[src/rtl/triangle_fetch.sv]
// triangle_fetch: walks a run of edge-buffer index triples, fetches the three vertices of each
// and hands assembled triangles to the rasteriser over valid/ready.
module triangle_fetch #(
  parameter int DEPTH = 1024,
  parameter int DW = 48,
  parameter int VW = 48,
  parameter int VAW = 16,
  localparam int EAW = $clog2(DEPTH)
) (
  input  logic           clk_i,
  input  logic           rst_n_i,
  input  logic           start_i,
  input  logic [EAW-1:0] base_edge_i,
  input  logic [EAW:0]   edge_count_i,
  input  logic [VAW:0]   vtx_count_i,
  output logic           busy_o,
  output logic           done_o,
  output logic           idx_err_o,
  output logic [EAW-1:0] edge_addr_o,
  input  logic [DW-1:0]  edge_q_i,
  output logic [VAW-1:0] vtx_addr_o,
  input  logic [VW-1:0]  vtx_q_i,
  output logic           tri_valid_o,
  input  logic           tri_ready_i,
  output logic [VW-1:0]  tri_v0_o,
  output logic [VW-1:0]  tri_v1_o,
  output logic [VW-1:0]  tri_v2_o,
  output logic           tri_last_o
);
  typedef enum logic [3:0] {IDLE, E_REQ, E_CAP, V0_REQ, V1_REQ, V2_REQ, V_CAP, OUT, FIN} state_e;
  state_e state_q, state_d;
  logic [EAW-1:0] ptr_q, ptr_d, edge_addr_q;
  logic [EAW:0] rem_q;
  logic [VAW:0] vcnt_q;
  logic [VAW-1:0] i1_q, i2_q, vtx_addr_q, e0, e1, e2;
  logic [VW-1:0] v0_q, v1_q, v2_q;
  logic valid_q, last_q, err_q, done_q;
  logic accept, bad, adv, last;
  assign e0 = edge_q_i[VAW-1:0];
  assign e1 = edge_q_i[2*VAW-1:VAW];
  assign e2 = edge_q_i[3*VAW-1:2*VAW];
  assign accept = state_q == IDLE && start_i;
  assign bad = {1'b0, e0} >= vcnt_q || {1'b0, e1} >= vcnt_q || {1'b0, e2} >= vcnt_q;
  assign adv = (state_q == E_CAP && bad) || (state_q == OUT && tri_ready_i);
  assign last = rem_q == (EAW+1)'(1);
  assign ptr_d = accept ? base_edge_i :
                 adv ? (ptr_q == EAW'(DEPTH-1) ? '0 : ptr_q + EAW'(1)) : ptr_q;
  always_comb begin
    state_d = state_q;
    case (state_q)
      IDLE:    state_d = !start_i ? IDLE : edge_count_i == '0 ? FIN : E_REQ;
      E_REQ:   state_d = E_CAP;
      E_CAP:   state_d = !bad ? V0_REQ : last ? FIN : E_REQ;
      V0_REQ:  state_d = V1_REQ;
      V1_REQ:  state_d = V2_REQ;
      V2_REQ:  state_d = V_CAP;
      V_CAP:   state_d = OUT;
      OUT:     state_d = !tri_ready_i ? OUT : last ? FIN : E_REQ;
      default: state_d = IDLE;
    endcase
  end
  always_ff @(posedge clk_i or negedge rst_n_i) begin
    if (!rst_n_i) begin
      state_q     <= IDLE;
      ptr_q       <= '0;
      rem_q       <= '0;
      vcnt_q      <= '0;
      i1_q        <= '0;
      i2_q        <= '0;
      edge_addr_q <= '0;
      vtx_addr_q  <= '0;
      v0_q        <= '0;
      v1_q        <= '0;
      v2_q        <= '0;
      valid_q     <= 1'b0;
      last_q      <= 1'b0;
      err_q       <= 1'b0;
      done_q      <= 1'b0;
    end else begin
      state_q <= state_d;
      ptr_q   <= ptr_d;
      done_q  <= state_q == FIN;
      if (state_d == E_REQ) edge_addr_q <= ptr_d;
      if (accept) begin
        rem_q  <= edge_count_i;
        vcnt_q <= vtx_count_i;
      end else if (adv) rem_q <= rem_q - (EAW+1)'(1);
      if (accept) err_q <= 1'b0;
      else if (state_q == E_CAP && bad) err_q <= 1'b1;
      // vertex addresses are registered one state ahead so each read lands in the next state
      if (state_q == E_CAP) begin
        i1_q <= e1;
        i2_q <= e2;
      end
      if (state_d == V0_REQ) vtx_addr_q <= e0;
      if (state_q == V0_REQ) vtx_addr_q <= i1_q;
      if (state_q == V1_REQ) begin
        vtx_addr_q <= i2_q;
        v0_q       <= vtx_q_i;
      end
      if (state_q == V2_REQ) v1_q <= vtx_q_i;
      if (state_q == V_CAP) begin
        v2_q    <= vtx_q_i;
        valid_q <= 1'b1;
        last_q  <= last;
      end else if (state_q == OUT && tri_ready_i) begin
        valid_q <= 1'b0;
        last_q  <= 1'b0;
      end
    end
  end
  assign busy_o      = state_q != IDLE || done_q;
  assign done_o      = done_q;
  assign idx_err_o   = err_q;
  assign edge_addr_o = edge_addr_q;
  assign vtx_addr_o  = vtx_addr_q;
  assign tri_valid_o = valid_q;
  assign tri_last_o  = last_q;
  assign tri_v0_o    = v0_q;
  assign tri_v1_o    = v1_q;
  assign tri_v2_o    = v2_q;
endmodule

[config.mk]
export PLATFORM = sky130hd
export DESIGN_NAME = triangle_fetch
export DESIGN_NICKNAME = d
export VERILOG_FILES = /design/src/rtl/triangle_fetch.sv
export SDC_FILE = /design/constraint.sdc
export NUM_CORES = 1
export LEC_CHECK = 0
export CORE_UTILIZATION = 46
export CTS_CLUSTER_SIZE = 24
export DETAILED_ROUTE_END_ITERATION = 8
export HOLD_SLACK_MARGIN = 0.02
export PLACE_DENSITY = 0.77
export SKIP_CTS_REPAIR_TIMING = 1
export SLEW_MARGIN = 20
export SYNTH_ARGS = -nofsm -noshare
export SYNTH_HDL_FRONTEND = slang
export SYNTH_SLANG_ARGS = --single-unit
[constraint.sdc]
create_clock -name clk_i -period 3.8 [get_ports clk_i]
set_clock_uncertainty 0.05 [all_clocks]
set_input_delay 0.76 -clock clk_i [delete_from_list [all_inputs] [get_ports clk_i]]
set_output_delay 0.76 -clock clk_i [all_outputs]
set_load 0.02 [all_outputs]
# [Word-level counts from Yosys, hierarchy flattened]
# Index checks and enable logic that the tools add are counted.
[totals] regBits=248 latchBits=0 mem_bits_rw=0 mem_bits_ro=0 input_bits=138 output_inout_bits=175 wordCells=65 n_memories=0
[op_classes] addsub=2 n_mul=0 div=0 n_lt_le_gt_ge=3 n_eq_ne=12 n_shift=0 n_mux=19 bitwise=0 n_reduce_logical=14
[ops] cell="16-bit by 17-bit >= comparator with 1-bit output" n=3
[ops] cell="16-bit 2-to-1 mux" n=3
[ops] cell="4-bit case mux with 8 select lines" n=1
[ops] cell="10-bit 2-to-1 mux" n=3
[ops] cell="11-bit 2-to-1 mux" n=2
[ops] cell="4-bit 2-to-1 mux" n=5
[ops] cell="4-bit by 3-bit equality test with 1-bit output (second input constant)" n=4
[ops] cell="4-bit by 2-bit equality test with 1-bit output (second input constant)" n=3
[ops] cell="11-bit by 1-bit equality test with 1-bit output (second input constant)" n=1
[ops] cell="11-bit logical NOT" n=1
[ops] cell="11-bit by 1-bit subtractor with 11-bit output (second input constant)" n=1
[ops] cell="10-bit by 1-bit adder with 10-bit output (second input constant)" n=1
[ops] cell="10-bit equality test (second input constant)" n=1
[ops] cell="4-bit by 1-bit equality test with 1-bit output (second input constant)" n=2
[ops] cell="2-bit nonzero test" n=3
[ops] cell="1-bit 2-to-1 mux" n=5
[ops] cell="4-bit equality test (second input constant)" n=1
[ops] cell="4-bit logical NOT" n=1
[ops] cell="1-bit logical OR" n=4
[ops] cell="4-bit nonzero test" n=1
[ops] cell="1-bit logical AND" n=3
[ops] cell="3-bit nonzero test" n=1

# [Depth between registers and ports, before layout]
# Gate-level depths: netlist of run 1.
[logic_depth] ltp_word=9 depth_mapped=11 depth_no_buf=10

# [Worst setup path after synthesis of run 1]
# No wires, ideal clock.
[synth_timing] path_kind="input-to-reg" from="input port edge_q_i[46]" to="register edge_addr_q[4] (netlist: edge_addr_o[4])" setup_time_ns=0.125 t_arrival_ns=2.980 required_time_ns=3.625 path_slack_ns=0.646 path_stages=9 n_path_buf=0 cell_sequence="ha_1 -> nand4b_4 -> or4_1 -> a2bb2oi_1 -> and4_4 -> a21oi_4 -> nor2_2 -> a311o_1 -> mux2_2"
[synth_between] elab_chain_len=6 elab_cells_between_ends=9 classes_between="1 x order compare; 1 x eq/ne; 4 x mux; 3 x reduce/logical"
[synth_lines] element="from (decl)" line="20" rtl="input logic [DW-1:0] edge_q_i,"
[synth_lines] element="16-bit by 17-bit >= comparator with 1-bit output" line="43" rtl="assign bad = {1'b0, e0} >= vcnt_q || {1'b0, e1} >= vcnt_q || {1'b0, e2} >= vcnt_q;"
[synth_lines] element="1-bit logical OR" line="43"
[synth_lines] element="1-bit logical AND" line="44" rtl="assign adv = (state_q == E_CAP && bad) || (state_q == OUT && tri_ready_i);"
[synth_lines] element="1-bit logical OR" line="44"
[synth_lines] element="10-bit 2-to-1 mux" line="47" rtl="adv ? (ptr_q == EAW'(DEPTH-1) ? '0 : ptr_q + EAW'(1)) : ptr_q;"
[synth_lines] element="10-bit 2-to-1 mux" line="46" rtl="assign ptr_d = accept ? base_edge_i :"
[synth_lines] element="via ptr_d[4]" line="32" rtl="logic [EAW-1:0] ptr_q, ptr_d, edge_addr_q;"
[synth_lines] element="to (signal assigned)" line="83" rtl="if (state_d == E_REQ) edge_addr_q <= ptr_d;"
[synth_lines] element="to (decl)" line="32"
# The timed path passes the listed nets, and every way through them passes these cells.
# A chain may end at the register's enable or synchronous reset.

# [Worst setup path after layout of run 1]
[layout_timing] from="input port edge_q_i[2]" to="register edge_addr_q[7] (netlist: edge_addr_o[7])"
[layout_between] elab_chain_len=7 elab_cells_between_ends=10 classes_between="1 x order compare; 1 x eq/ne; 4 x mux; 4 x reduce/logical"
[layout_lines] element="16-bit by 17-bit >= comparator with 1-bit output" line="43"
[layout_lines] element="1-bit logical OR (2 in a row)" line="43"
[layout_lines] element="1-bit logical AND" line="44"
[layout_lines] element="1-bit logical OR" line="44"
[layout_lines] element="10-bit 2-to-1 mux" line="47"
[layout_lines] element="10-bit 2-to-1 mux" line="46"
[layout_lines] element="via ptr_d[7]" line="32"
# The timed path passes the listed nets, and every way through them passes these cells.

==> results of run 1 <==
## power by group through the flow
stage | clock, mW | sequential (mW) | combinational, mW
floorplan | 0 | 5.76 | 2.98
global placement | 0 | 4.69 | 7.08
detailed placement | 0 | 4.75 | 7.16
CTS | 2.80 | 4.75 | 7.22
global route | 2.89 | 4.91 | 7.71
finish | 2.73 | 4.75 | 7.16
## Yosys cell counts (all sizes together), types with 9 or more instances
cell type    n  area share [%]
ha          51             5.7
nand2       71             2.4
o21ai       54             2.4
nor2        40             1.4
nor3        10            0.44
mux2i       18             1.6
inv         33             1.1
nand4        9            0.50
mux2       186              19
a21oi       45             2.1
clkbuf      33             1.1
nand3       10            0.55
dfrtp      248              55
## worst max-delay path by stage
stage / start / end / slack (ns)
floorplan: edge_q_i[46] / edge_addr_o[4] / 0.65
detailed placement: edge_q_i[0] / edge_addr_o[4] / -0.15
finish: edge_q_i[2] / edge_addr_o[7] / 0.31
global route: edge_q_i[2] / edge_addr_o[7] / 0.17
CTS: edge_q_i[0] / edge_addr_o[4] / 0.41
global placement: edge_q_i[0] / edge_addr_o[4] / -0.11
## registers in the layout, summed over array words and instances, names as in the netlist
signal / cells
edge_addr_o: 10
i2_q: 16
state_q: 4
ptr_q: 10
tri_v0_o: 48
done_o: 1
tri_v2_o: 48
vcnt_q: 17
i1_q: 16
tri_last_o: 1
tri_v1_o: 48
tri_valid_o: 1
rem_q: 11
idx_err_o: 1
vtx_addr_o: 16
## area by class of cell
class | count | area share, %
clock inverters | 9 | 0.9082
well taps | 319 | 2.519
clock buffers | 40 | 5.015
repair buffers | 334 | 21.02
flip-flops and latches | 248 | 39.17
diodes | 2 | 0.03159
multi-input cells | 588 | 30.55
inverters | 33 | 0.7819
## metal layers
layer	global-route usage, %	routed length [um]
met4	8.288	903
met3	10.34	3093
met1	29.56	12480
met2	41.62	14890
met5	0	0
## stage by stage
stage | hold WS (ns) | power [mW]
4_1_cts | 0.1869 | 14.76
2_1_floorplan | 0.4144 | 8.742
3_5_place_dp | 0.4264 | 11.92
3_3_place_gp | 0.4116 | 11.78
5_1_grt | 0.2239 | 15.51
6_report | 0.1863 | 14.64
## cells in the final DEF (no fill, tap or decap), types with 6 or more instances in the layout
cell / synthesis / routed
o21ai_0: 30 / 30
clkdlybuf4s50_1: 0 / 311
a211oi_1: 8 / 7
nor4_1: 6 / 6
nor2_1: 39 / 38
mux2_1: 6 / 6
ha_1: 51 / 51
clkbuf_16: 0 / 27
dfrtp_1: 248 / 248
o21ai_1: 24 / 24
a21oi_1: 44 / 44
clkbuf_8: 0 / 7
mux2i_1: 18 / 18
nand2_1: 71 / 71
clkbuf_1: 33 / 6
nand3_1: 9 / 8
buf_4: 0 / 19
mux2_2: 180 / 180
inv_1: 32 / 32
nor3_1: 10 / 8
nand4_1: 9 / 9
## cell families after synthesis
group / Yosys count / share of synthesized area [%]
flops: 248 / 54.95
mux: 204 / 20.14
simple gates: 175 / 7.600
compound gates: 153 / 8.753
buf+inv: 74 / 2.515
fa+ha+maj: 51 / 5.650
xor+xnor: 5 / 0.3878
==> summary.md, run 1 <==
The run finished with clean final reports. For this run, the number of Yosys warnings is 0. The worst path needs 3.488 ns of the cycle, external delays included.

The total of endpoints with negative setup slack in the final report was 0. Along the worst path, the maximum fanout reaches 5. Cells fill 66.70% of the core in the end.

In this run the worst hold path is classified as in2async. By startpoint and endpoint, the worst setup path is classified as in2reg. The tools report the global-route wire length before repair as 48,500 um. Buffer and inverter count on the worst path: 1. STA classifies the critical path endpoint as a flop.

The number of vias after detailed routing was 8,388; the data arrival at the endpoint of the critical path was 3.86 ns. The area of all placed cells without fillers was 15,840 um2; the wire length per cell after detailed routing was 19.94 um. At the placement stage, the worst setup path has a slack of -0.1495 ns.

STA classifies the critical path startpoint as an input pin. Synthesis produced a netlist with a net count of 1,099. Critical-path cell with the highest stage delay: o41ai_1.

The signal on the critical path passes through clkdlybuf4s50_1 -> ha_1 -> a21oi_1 -> nor2b_1 -> o41ai_1 -> nand4_1 -> o21ai_1 -> a2111oi_0 -> a311o_1 -> mux2_2. For this configuration, the core starts out at a cell density of 47.55%. After detailed routing, the number of remaining DRC violations is 0. Count of standard-cell rows: 56. The synthesized area per cell came out at 12.41 um2. Summed over all cells, the static leakage comes to 6.678 nW. The tools report the portion of total power attributed to the clock network as 18.7%.

Counting distinct cell types in the post-synthesis netlist gives 61. The root buffer cell chosen for the clock tree is clkbuf_16. The share of the yosys chip area belonging to registers is 54.95%. In this run the tightest slew margin relative to its limit is 48.19%. The path length in cells of the critical path works out to 10. Across the run, the number of max-cap violations was 0. Measured along the y axis, the die boundary spans 158.7 um. Summed over all layers, the global routing overflow is 0. For the worst reg-to-reg setup slack, the log shows 0.52 ns.

The number of global-route vias before repair is 8,981, and the die outline area is 25,180 um2. The power density over the cells is 924.2 nW/um2, and the HPWL after detailed placement is 22,290 um. Once routing completed, OpenROAD measured the worst setup slack at 0.3123 ns. The horizontal die dimension works out to 158.7 um. The cell family contributing the most delay on the critical path is compound AO/OA/AOI/OAI gates.

In the routed layout, each cell is associated on average with a via count of 5.332. Number of filler instances in the final layout: 1,734. The critical path's largest stage delay is 0.63 ns. The hold violation total from the final report was 0.

The logs give 910 for the count of mapped cells out of synthesis and 1 for the count of H-tree levels built during CTS. The area growth from synthesis to layout is 40.28%. Across every metal layer, demand over resource in global routing totals 25.16%.

The depth of the most critical reg-to-reg path came out at 10. The setup TNS after final layout was 0 ns; the netlist area before placement was 11,290 um2. In this run the critical register-to-register path is captured at edge_addr_o[7].

Yosys mapped a number of flops with a built-in enable equal to 0. The first routing iteration left 358 violations. The tools report the total number of clock tree sinks as 248. The achievable clock frequency is 286.7 MHz. At the end of the flow, the number of nets in the layout was 1,421. The portion of total power attributed to combinational logic is 48.9%. TritonCTS built the clock tree.

In the finished design, the share of the clock period the worst path needs comes to 91.78%. Clock-pin slew was measured on the worst setup and hold paths at 0.06 ns. The placed cell count came out at 1,522.

Summing all placed instances gives a cell area of 14,900 um2. Cells with a size suffix above 1 make up 21.09% of the layout. The total of buffers placed on input and output ports was 312. Of the total power, the share spent switching nets is 37.29%. The first-pass detailed-route iteration total is 4, and the sequential cell area is 6206 um2. The initial antenna violation count came out at 2. Summed over all layers, the routed wires come to 31,370 um. The slew of the pin with the lowest slew margin is 0.7671 ns, and the top-level port count is 313. The longest clock path from root to sink contains 3 buffers. Entering global routing, the biggest net connects 83 pins.

Counting the buffers created by CTS gives 27. The clock reaches the later pin of the worst-skew pair after 0.53 ns. For this run, asynchronously set or reset flops after synthesis account for 100.0%.

In this run, flip-flops and latches consume 32.4% of the power. VDD sags by at most 0.0006590 V. The number of routed nets with antenna violations is 0, and the internal power of the cells is 9.182 mW. The congestion estimate from routability-driven global placement came to 0.8468. The number of max-slew violations in the final report is 0.

In this run, synthesis produced a sequential element count of 248. Data on the critical path is required at its endpoint by 4.17 ns. The most used flip-flop cell after synthesis is dfrtp_1. Setup repair after global routing left no endpoint under its margin.

The multi-input combinational cells in the finished layout cover a total of 4840 um2. The switching power summed over all nets came out at 5.459 mW. The worst register-to-register path begins at vcnt_q[2].

For the count of placed standard cells in the final layout, fillers left out, the log shows 1,573. For the placeable core area, the log shows 23,750 um2.
Power figures use the tool's default switching activity.
==> inputs of run 2 (changes only) <==
--- a/config.mk
+++ b/config.mk
@@ -5,11 +5,13 @@
 export SDC_FILE = /design/constraint.sdc
 export NUM_CORES = 1
 export LEC_CHECK = 0
-export CORE_UTILIZATION = 46
+export CELL_PAD_IN_SITES_DETAIL_PLACEMENT = 2
+export CELL_PAD_IN_SITES_GLOBAL_PLACEMENT = 2
+export CORE_UTILIZATION = 31
 export CTS_CLUSTER_SIZE = 24
 export DETAILED_ROUTE_END_ITERATION = 8
 export HOLD_SLACK_MARGIN = 0.02
-export PLACE_DENSITY = 0.77
+export PLACE_DENSITY_LB_ADDON = 0.1
 export SKIP_CTS_REPAIR_TIMING = 1
 export SLEW_MARGIN = 20
 export SYNTH_ARGS = -nofsm -noshare
==> summary.md, run 2 (synthesis results as in run 1) <==
In this run the count of I/O pins placed on the die edge is 313. The net switching share of the total power came out at 37.76%. The final critical path takes up 90.77% of the cycle. Across all layers, the routed design uses 8,623 vias. The run gives 38,180 um as the wire length after detailed routing. For this run, the slowest stage of the critical path takes 0.60 ns. For the pin with the worst max-slew slack, the measured transition is 0.8375 ns. Worst min-delay path category: in2async. The run gives 6206 um2 as the sequential cell area. In this run the tightest slew margin relative to its limit is 44.17%. The logs give 16,220 um2 for the area of all placed cells without fillers and 0.59 ns for the worst reg-to-reg setup slack.

The cell area after placement is 15,150 um2. Data on the critical path is required at its endpoint by 4.20 ns. IR analysis of the VDD net gives a maximum drop of 0.0004983 V. The maximum fanout along the worst path works out to 5. The initial antenna violation count is 5. The critical path crosses 11 cells after its start point. The first global-routing pass estimated 58,390 um of wire. The initial detailed-routing violation count is 202. The run gives 48.4% as the portion of total power attributed to combinational logic. The clock transition time at the flip-flop clock pins of the worst setup and hold paths is 0.06 ns, and the worst hold-check slack is 0.1916 ns.

The share of layout cells above drive strength 1 came out at 22.21%. The tools report the relative contribution of sequential cells to total power as 31.2%. The buffer levels on the longest clock path was 3.

Clock latency on the worst-skew pair, taken at its later pin, is 0.58 ns. The tools report the total number of clock tree sinks as 248. Derived from the worst setup path, the maximum achievable clock frequency is 289.9 MHz. Across the run, the number of max-cap violations was 0. Cell family with the largest share of critical-path delay: simple AND/OR/NAND/NOR gates. The power density over the cells is 940.5 nW/um2.

The endpoint of the worst register-to-register path was edge_addr_o[1]. The logs give 1 for the count of H-tree levels built during CTS and 0 for the total global routing overflow. For the switching power summed over all nets, the log shows 5.759 mW. Counting I/O delays and the setup requirement, the final critical path takes 3.449 ns.

The critical path in this run is classified as in2reg. The final weighted congestion in routability-driven placement is 0.7990. For the internal power of the cells, the log shows 9.495 mW. The checks that failed: DRC. The worst register-to-register path begins at vcnt_q[13]. The hold violation total from the final report is 0, and the placeable core area is 35,740 um2. The signal on the critical path passes through clkdlybuf4s50_1 -> ha_1 -> nand4b_4 -> or4_1 -> o22ai_1 -> a211o_1 -> o21ai_1 -> buf_4 -> and3_1 -> a221o_1 -> mux2_1. The cell sitting at the root of the clock tree is a clkbuf_16. For this run, design rule violations remaining after detail routing come to 26. Measured in cells, the most critical reg-to-reg path has a length of 11. For the number of filler instances in the final layout, the log shows 3,616. Setup repair after global routing left no endpoint under its margin. The critical path contains buffers and inverters numbering 2 combined. The tools report the starting utilization of the core area as 31.60%. In this run the horizontal extent of the chip is 192.9 um. The total leakage power was 6.804 nW; the first-pass detailed-route iteration total was 6. The critical-path cell with the highest stage delay is or4_1. Most common library cell in the layout ignoring fill and taps: clkdlybuf4s50_1.

The tools report the startpoint class of the critical path as an input pin. In this run the tool buffered the top-level ports with 312 buffer cells. The critical path endpoint category was a flop. In the layout the commonest cells are clkdlybuf4s50_1, dfrtp_1, mux2_2.

For the count of standard-cell rows, the log shows 69. Portion of total power attributed to the clock network: 20.4%. Buffers inserted during clock tree synthesis total 29. Total power for the finished layout comes to 15.25 mW. The number of max-slew violations in the final report was 0; the global router's overall resource usage was 20.80%.

TritonCTS built the clock tree. The wire length per cell after detailed routing was 22.11 um. The flow ran to the end, but the final reports show violations.

The number of vias per cell after detailed routing was 4.993; the die outline area was 37,200 um2. For this run, the post-layout net count is 1,431. The count of nets left with antenna violations once routing finished came out at 0. The area growth from synthesis to layout is 43.61%, and the HPWL after detailed placement is 27,880 um. Entering global routing, the biggest net connects 98 pins. The number of global-route vias before repair was 9,795; the overall die height was 192.9 um. The tools report the total area of multi-input combinational cells as 4840 um2. For the worst setup path, the data arrival time is 3.85 ns. The total of endpoints with negative setup slack in the final report came out at 0.
-- run 2: changes by cell type in the layout (fill, tap and decap cells not counted), sizes merged --
cell	change
clkinv	+7
clkbuf	-3
buf	+8
diode	-1
clkinvlp	-2
bufinv	+3
-- run 2: through the flow --
step | instances | TNS, ns | util (%) | setup slack, ns
3_3_place_gp | 1672 | -2.066 | 42.39 | -0.1915
4_1_cts | 1726 | 0 | 45.37 | 0.3493
6_report | 1727 | 0 | 45.38 | 0.3509
2_1_floorplan | 910 | 0 | - | 0.6456
5_1_grt | 1727 | 0 | 45.38 | 0.1985
3_5_place_dp | 1672 | -3.464 | 42.39 | -0.2466
-- run 2: cell type report --
type                       count  share of cell area [%]
multi-input combinational    588                   29.84
timing repair buffer         342                   20.98
tap                          461                   3.557
antenna                        1                 0.01543
clock buffer                  37                   5.030
inverter                      33                  0.7638
clock inverter                17                   1.543
sequential                   248                   38.27
-- run 2: worst reg2reg max path: stages, from the launching register on --
cell and delay (ns):
dfrtp_1 0.32, inv_1 0.10, ha_1 0.34, nand4b_4 0.15, or4_1 0.60, o22ai_1 0.23, a211o_1 0.17, o21ai_1 0.17
buf_4 0.25, and3_1 0.16, a221o_1 0.28, mux2_1 0.29
-- run 2: how the worst max path moves through the flow --
stage	start	to	slack, ns
finish	edge_q_i[46]	edge_addr_o[1]	0.35
global route	edge_q_i[26]	rem_q[9]	0.20
CTS	edge_q_i[46]	edge_addr_o[1]	0.35
detailed placement	edge_q_i[46]	edge_addr_o[1]	-0.25
global placement	edge_q_i[46]	edge_addr_o[1]	-0.19
floorplan	edge_q_i[46]	edge_addr_o[4]	0.65
-- run 2: power by group through the flow --
stage | Clock (mW) | Combinational (mW) | Sequential, mW
final | 3.11 | 7.38 | 4.76
after CTS | 3.20 | 7.52 | 4.78
after floorplan | 0 | 2.98 | 5.76
after global placement | 0 | 7.29 | 4.72
after detailed placement | 0 | 7.45 | 4.80
after global routing | 3.28 | 8.00 | 4.93
-- run 2: layer usage --
layer  share of wire, %  global-route usage [%]  routed length (um)
met1                 40                   24.18               15170
met2                 48                   34.88               18310
met3                 10                   9.129                3838
met4                2.1                   5.058                 802
met5               0.14                  0.1374                  54
==> inputs of run 3 (changes only) <==
--- a/config.mk
+++ b/config.mk
@@ -12,6 +12,7 @@
 export DETAILED_ROUTE_END_ITERATION = 8
 export HOLD_SLACK_MARGIN = 0.02
 export PLACE_DENSITY_LB_ADDON = 0.1
+export SETUP_SLACK_MARGIN = 0.15
 export SKIP_CTS_REPAIR_TIMING = 1
 export SLEW_MARGIN = 20
 export SYNTH_ARGS = -nofsm -noshare
==> results of run 3 <==
The final DEF is identical to that of run 2; final timing and power are the same.
